$ cat src/rtl/sweep_top_ctrl.sv
// rtl/sweep_top_ctrl.sv - truth-table sweep sequencer for the two-input unit "top"
// Optional table check enabled by defining SWEEP_TOP_CHECK_EN.
module sweep_top_ctrl #(
  parameter int SETTLE = 2
) (
  input  logic       clk,
  input  logic       rst,
  input  logic       start,
  output logic       drv_x,
  output logic       drv_y,
  input  logic       dut_z,
  output logic       busy,
  output logic       done,
  output logic [3:0] truth_table,
  input  logic [3:0] expected,
  output logic       mismatch
);

  localparam logic [1:0] S_IDLE   = 2'd0;
  localparam logic [1:0] S_DRIVE  = 2'd1;
  localparam logic [1:0] S_SAMPLE = 2'd2;
  localparam logic [1:0] S_DONE   = 2'd3;

  localparam logic [3:0] SETTLE_LAST = 4'(SETTLE - 1);

  logic [1:0] state;
  logic [1:0] idx;
  logic [3:0] cnt;
  logic       check_fail;

`ifdef SWEEP_TOP_CHECK_EN
  // The last bit is still on dut_z when DONE is entered, so fold it in here.
  assign check_fail = ({dut_z, truth_table[2:0]} != expected);
`else
  logic unused_expected;
  assign unused_expected = ^expected;
  assign check_fail      = 1'b0;
`endif

  always_ff @(posedge clk) begin
    if (rst) begin
      state       <= S_IDLE;
      idx         <= 2'd0;
      cnt         <= 4'd0;
      drv_x       <= 1'b0;
      drv_y       <= 1'b0;
      busy        <= 1'b0;
      done        <= 1'b0;
      truth_table <= 4'b0000;
      mismatch    <= 1'b0;
    end else begin
      done <= 1'b0;
      case (state)
        S_IDLE: begin
          if (start) begin
            truth_table    <= 4'b0000;
            mismatch       <= 1'b0;
            idx            <= 2'd0;
            cnt            <= 4'd0;
            {drv_x, drv_y} <= 2'b00;
            busy           <= 1'b1;
            state          <= S_DRIVE;
          end
        end
        S_DRIVE: begin
          if (cnt == SETTLE_LAST) begin
            cnt   <= 4'd0;
            state <= S_SAMPLE;
          end else begin
            cnt <= cnt + 4'd1;
          end
        end
        S_SAMPLE: begin
          truth_table[idx] <= dut_z;
          if (idx == 2'd3) begin
            busy     <= 1'b0;
            done     <= 1'b1;
            mismatch <= check_fail;
            state    <= S_DONE;
          end else begin
            // Next vector goes out on the same edge so DRIVE starts with it applied.
            idx            <= idx + 2'd1;
            {drv_x, drv_y} <= idx + 2'd1;
            state          <= S_DRIVE;
          end
        end
        default: begin
          state <= S_IDLE;
        end
      endcase
    end
  end

endmodule
$ cat config.mk
export PLATFORM = sky130hd
export DESIGN_NAME = sweep_top_ctrl
export DESIGN_NICKNAME = d
export VERILOG_FILES = /design/src/rtl/sweep_top_ctrl.sv
export SDC_FILE = /design/constraint.sdc
export NUM_CORES = 1
export LEC_CHECK = 0
export CAP_MARGIN = 20
export CELL_PAD_IN_SITES_DETAIL_PLACEMENT = 1
export CELL_PAD_IN_SITES_GLOBAL_PLACEMENT = 2
export CORE_UTILIZATION = 25
export CTS_CLUSTER_SIZE = 40
export DETAILED_ROUTE_END_ITERATION = 6
export DONT_BUFFER_PORTS = 1
export PLACE_DENSITY_LB_ADDON = 0.1
export SLEW_MARGIN = 10
export SYNTH_ARGS = -nofsm -noshare
export SYNTH_HDL_FRONTEND = slang
export SYNTH_SLANG_ARGS = --single-unit
$ cat constraint.sdc
create_clock -name clk -period 1.4 [get_ports clk]
set_input_delay 0.28 -clock clk [delete_from_list [all_inputs] [get_ports clk]]
set_output_delay 0.28 -clock clk [all_outputs]
set_load 0.005 [all_outputs]
Word-level counts from Yosys, hierarchy flattened:

Cells that the tools add are included.

* $add $sub $neg: 2
* $lt $le $gt $ge: 2
* equality and inequality tests: 8
* multiplexer cells: 24
* bitwise logic cells: 1
* reductions and logical operators: 10

Operators with widths (count)
* $pmux W4 S2: 2
* $mux W2: 5
* $mux W4: 2
* $ne A2 B2 Y1 const B: 4
* $pmux W1 S2: 4
* $mux W1: 7
* $pmux W2 S3: 1
* $reduce_and A2 Y1: 3
* $reduce_and A3 Y1: 2
* $add A4 B1 Y4 const B: 1
* $bwmux W4: 1
* $eq A2 B2 Y1 const B: 2
* $eq A4 B1 Y1 const B: 1
* $pmux W2 S2: 1
* $reduce_bool A2 Y1: 2
* $lt A2 B3 Y1 const B: 1
* $add A2 B1 Y2 const B: 1
* $demux W1 S2: 1
* $eq A2 B1 Y1 const B: 1
* $ge A2 B1 Y1 const B: 1
* $logic_not A2 Y1: 1
* $reduce_or A2 Y1: 1
* $logic_and A1 B1 Y1: 1
* $not A1 Y1: 1

* bits in registers: 17
* input port bits: 8
* output and inout port bits: 9
* word-level logic and storage cells: 56

Longest topological paths before layout:

Gate-level depths: netlist of run 1.

* depth after elaboration: 6
* depth in mapped cells: 5
* depth with buffers taken out: 5

Least setup slack after synthesis of run 1:

Ideal clock, no wire load.

* path type: register to register
* start point: register idx[1]
* end point: register idx[0]
* library setup time: 0.074 ns
* arrival: 1.299 ns
* data required time: 1.326 ns
* path slack: 0.027 ns
* stages on the path, launching flop included: 5
* buffers on the path: 0
* period minus slack after synthesis: 1.373 ns
* cell sequence: dfxtp_1 > ha_1 > or3b_1 > or3_1 > o21ai_0

* word-level cells in the longest chain between the ends: 3

Ends and longest elaborated chain
* start, declared: RTL line 27 `logic [1:0] idx;`
* start signal, assigned: RTL line 82 `idx <= idx + 2'd1;`
* $eq A2 B2 Y1: RTL line 75 `if (idx == 2'd3) begin`
* $ne A2 B2 Y1 (no line)
* $reduce_and A3 Y1 (no line)

Every way passes these cells.
A chain may end at the register's enable or synchronous reset.

Worst setup path after layout of run 1:

Ends and elaborated chain as after synthesis.

==> results.cfg, run 1 <==
[sta]
postLayoutSetupSlackWorst_ns = 0.0406
rsz0062_at_grt = yes
fin_tns_setup_ns = 0
whs_ns = 0.0503
drv_slew = 0
min_period_ns = 1.36
hold_violations = 0
max_freq_mhz = 736
period_share_pct = 97.1
final-setup-viol-count = 0
fin_skew_ns = 0.00454

[clock_tree]
htree_levels = 1
clkLatencyLatePin_ns = 0.28
cts.sinks = 14
cts_resized = 0
clock_path_buffers = 2
cts_tree = done
clkTransAtPathRegs_ns = 0.09
cts_root_buf = clkbuf_4
numCtsBuffers = 3
cts_hold_buf = 0
cts_setup_buffers = 0

[yosys]
synthCells = 78
synth_cell_types = 25
ys_ff_latch = 14
synth_seq_area_share_pct = 40.5
yosys.area.top_type_share_pct = 40.5
synth_edf_count = 0
synth_area_leaders = dfxtp_1, ha_1, nand2_1
post_synth.cell_area_avg_um2 = 8.87
syn-num-nets = 92
yosysWarnings = 0
synth.largest_area_cell = dfxtp_1
syn_area_um2 = 692
async_flop_share_pct = 0
ys.flop_type = dfxtp_1

[route]
drtAntennaViolNets = 0
routed_wl_um = 1580
detail_route.iter0.violations = 4
drt-met1-wl_um = 631
drc = 0
vias = 579
viasPerCell = 4.95
dr.pass1.iters = 2
wl_met2_um = 863
wl_met3_um = 75
routedWlPerCell_um = 13.5
top_layer_used = met4

[global_routing]
grt_pass1_wl_um = 2390
grt_max_degree = 14
grt_pass1_vias = 552
grt_use_total_pct = 12.1
antenna_found_initial = 0
overflow = 0

[cells_and_area]
multi_input_area_um2 = 378
final_cell_mix = dfxtp_1, nand2_1, buf_4, inv_1
area_delta_synth_final_pct = 18.4
regArea_um2 = 282
drive_above_1_share_pct = 20.7
layout_commonest_cell = dfxtp_1
utilization_pct = 32.2
n_antenna_cell = 0
finalNetCount = 102
fill_cells = 318

[placed_design]
io_buffers = 0
preCtsSetupSlack_ns = 0.0267
place.gp.congestion = 0.731
dp_hpwl_um = 1230

[worst_setup_path]
critPathMaxFanout = 2
critical_path_arrival_ns = 1.57
critPathKind = flip-flop to flip-flop
worstPathCellList = ha_1, or3b_1, or3_1, o21ai_1
cp-start-kind = flip-flop
endpoint_kind = flip-flop
r2r_cells = 4
worstPathRequired_ns = 1.61
slowest_delay_ns = 0.36
slowest_stage = or3b_1

[min_path]
hp-class = input pin to flip-flop
hold_path_depth = 1

[die]
die_w_um = 54.6
die_area_um2 = 2980
core_area_um2 = 2540
die_h_um = 54.6
core.rowCount = 18
floorplan.initialDensity_pct = 27.2
num_io_pins = 17

[pwr]
pwr_density_cell_nw_per_um2 = 1040
ir_worst_vdd_v = 0.000607
p_leak_uw = 0.000300
power_uw = 855

[flow_run]
cap_violations = 0

[status]
status = finished, final reports clean
-- final cells by class --
| type | instances | share of cell area [%] |
|---|---|---|
| clock buffer | 4 | 4.43 |
| inverter | 7 | 3.21 |
| multi-input combinational | 54 | 46.1 |
| sequential | 14 | 34.4 |
| tap | 30 | 4.58 |
| timing repair buffer | 8 | 7.33 |
-- synthesized netlist by cell type, types with 3 or more instances --
cell / count
dfxtp_1: 14
ha_1: 6
a21oi_1: 6
or3_1: 4
nand2b_1: 3
o22ai_1: 4
inv_1: 7
nand2_1: 9
nand3b_1: 4
-- worst max-delay path: cells and delay by family (launching register included) --
kind	cells	cell delay (ns)
AO/OA/AOI/OAI	1	0.09
AND/OR/NAND/NOR	2	0.67
flip-flops	1	0.33
adder cells (fa/ha/maj)	1	0.20
-- worst paths after layout --
kind	startpoint	endpoint	slack (ns)
setup / recovery	idx[1]	idx[0]	0.04
hold / removal	rst	cnt[1]	0.05
setup reg to reg	idx[1]	idx[0]	0.04
hold reg to reg	truth_table[2]	truth_table[2]	0.49
-- power breakdown --
part           switching (uW)  total [uW]  internal (uW)
logic                    62.6         128           65.4
registers                16.5         431            414
clock network             138         296            158
total                     217         855            638
-- metal layers --
| metal | vias to the layer above | global-route usage, % |
|---|---|---|
| met5 | - | 0 |
| met2 | 14 | 22.1 |
| met3 | 2 | 6.11 |
| met4 | 0 | 3.85 |
| li1 | 289 | - |
| met1 | 274 | 11.5 |
-- registers in the layout, summed over array words and instances (netlist names) --
name         cells
truth_table      4
done             1
cnt              4
busy             1
state            2
idx              2
-- per-stage QoR --
step                std cells  instance area (um^2)
floorplan                  78                   692
global placement          113                   771
detailed placement        113                   771
CTS                       117                   807
global route              117                   820
finish                    117                   820
-- kinds of logic after synthesis --
group | count (synthesis) | synth area share [%]
AND/OR/NAND/NOR | 28 | 23.7
AO/OA/AOI/OAI | 19 | 17.9
flip-flops | 14 | 40.5
buffers and inverters | 10 | 6.51
adder cells (fa/ha/maj) | 6 | 10.8
other | 1 | 0.542
Note: power is estimated with default switching activity, not from simulation.
==> inputs of run 2 (changes only) <==
CAP_MARGIN = default   (was 20)
==> results of run 2 <==
No change in the layout: final DEF, timing and power equal those of run 1.
==> inputs of run 3 (changes only) <==
CTS_CLUSTER_DIAMETER = 80   (was default)
GPL_TIMING_DRIVEN = 0   (was default)
==> run 3 against run 2 <==
Compared with the run above: hold slack improved by 0.11 ns; setup slack lost 0.016 ns; cell area down 3.1%; sequential share of layout area up 2.0 points; final cell count shrank 4.3%; die area unchanged; sequential power increased by 1%; combinational power is 11% lower; critical path depth unchanged; register-to-register slack got worse by 0.02 ns.
==> results.cfg, run 3 (synthesis gave the netlist of run 1 again) <==
[worst_setup_path]
r2r_end = idx[0]
r2r-start = idx[0]
critPathMaxFanout = 6
critPathKind = flip-flop to flip-flop
critical_path_arrival_ns = 1.58
r2r_cells = 4
r2r_slack_ns = 0.02
endpoint_kind = flip-flop
worstPathRequired_ns = 1.61
cp-start-kind = flip-flop

[cells_and_area]
n_antenna_cell = 0
layout_commonest_cell = dfxtp_1
final_cell_mix = dfxtp_1, nand2_1, inv_1, a21oi_1, ha_1
area_delta_synth_final_pct = 14.8
finalNetCount = 98
drive_above_1_share_pct = 18.3
final_area_um2 = 795
top_regs = cnt x4, truth_table x4

[sta]
max_freq_mhz = 727
min_period_ns = 1.38
final-setup-viol-count = 0
period_share_pct = 98.2
hold_violations = 0
whs_ns = 0.162
rsz0062_at_grt = yes
fin_skew_ns = 0.00252
drv_slew = 0
worst_slew_pin_slew_ns = 0.499
slew-limit-headroom_pct = 66.7
fin_tns_setup_ns = 0

[min_path]
hold_path_depth = 2
hp-class = input pin to flip-flop
hold_end = idx[0]
min_from = rst

[route]
dr.pass1.iters = 2
viasPerCell = 4.92
routed_wl_um = 1510
drtAntennaViolNets = 0
detail_route.iter0.violations = 3
vias = 551
drc = 0
routedWlPerCell_um = 13.5

[clock_tree]
cts_root_buf = clkbuf_4
cts_tree = done
clock_path_buffers = 2
clkLatencyLatePin_ns = 0.28
cts_hold_buf = 0
numCtsBuffers = 3
htree_levels = 1
clkTransAtPathRegs_ns = 0.08
cts.sinks = 14

[die]
core.rowCount = 18
core_area_um2 = 2540
die_w_um = 54.6
die_area_um2 = 2980
die_h_um = 54.6
floorplan.initialDensity_pct = 27.2
num_io_pins = 17

[pwr]
ir_worst_vdd_v = 0.000674
pwr_density_cell_nw_per_um2 = 977
p_leak_uw = 0.000270

[placed_design]
placed_cell_area_um2 = 729
io_buffers = 0
dp_hpwl_um = 1140
place.gp.congestion = 0.669

[flow_run]
cap_violations = 0

[status]
status = finished, final reports clean

[global_routing]
antenna_found_initial = 0
grt_max_degree = 11
grt_pass1_vias = 515
grt_use_total_pct = 11.5
overflow = 0
grt_pass1_wl_um = 2320
-- run 3: routing by layer --
layer	track usage [%]	routed length [um]	up-vias
li1	-	-	276
met1	11.9	673	261
met2	20.5	741	12
met3	5.56	79	2
met4	2.56	15	0
met5	0	0	-
-- run 3: final cells by class --
cell class | instances | area, um^2
multi-input cells | 54 | 393
plain buffers | 3 | 18.8
repair buffers | 1 | 7.51
well taps | 30 | 37.5
clock buffers | 3 | 22.5
fillers | 302 | 1750
flip-flops and latches | 14 | 289
inverters | 7 | 26.3
-- run 3: how the worst max path moves through the flow --
stage               startpoint  endpoint  slack, ns  cells past startpoint
floorplan               idx[1]    idx[0]       0.03                      4
global placement        idx[1]    idx[0]      -0.09                      4
detailed placement      idx[1]    idx[0]      -0.10                      4
CTS                     idx[0]    idx[0]     -0.006                      4
global route            idx[0]    idx[0]      -0.02                      4
finish                  idx[0]    idx[0]       0.02                      4
-- run 3: per-stage QoR --
| stage | power, uW | util, % | instances | setup slack (ns) |
|---|---|---|---|---|
| 2_1_floorplan | 522 | - | 78 | 0.0266 |
| 4_1_cts | 791 | 30.9 | 112 | -0.00571 |
| 6_report | 776 | 31.2 | 112 | 0.0250 |
| 3_5_place_dp | 550 | 28.7 | 108 | -0.103 |
| 5_1_grt | 823 | 31.2 | 112 | -0.0168 |
| 3_3_place_gp | 550 | 28.7 | 108 | -0.0876 |
-- run 3: where the power goes --
| group | internal (uW) | leakage (uW) | total, uW | switching, uW |
|---|---|---|---|---|
| Sequential | 413 | 0.000116 | 436 | 22.9 |
| Combinational | 56.9 | 0.000141 | 114 | 56.7 |
| Clock | 99.7 | 0.0000138 | 227 | 127 |
| Total | 569 | 0.000270 | 776 | 207 |
-- run 3: repair_timing --
| item | CTS | global route |
|---|---|---|
| hold endpoints to repair | 0 | 0 |
| setup endpoints to repair | 2 | 2 |
| resized for setup | 9 | 2 |
| pin swaps | 1 | 1 |
| buffers inserted | 1 | 0 |
-- run 3: worst max-delay path, cell delays in order (launching register included) --
cell and delay, ns:
dfxtp_4 0.38, ha_4 0.17, or3b_4 0.38, or3_1 0.31, o21ai_1 0.07
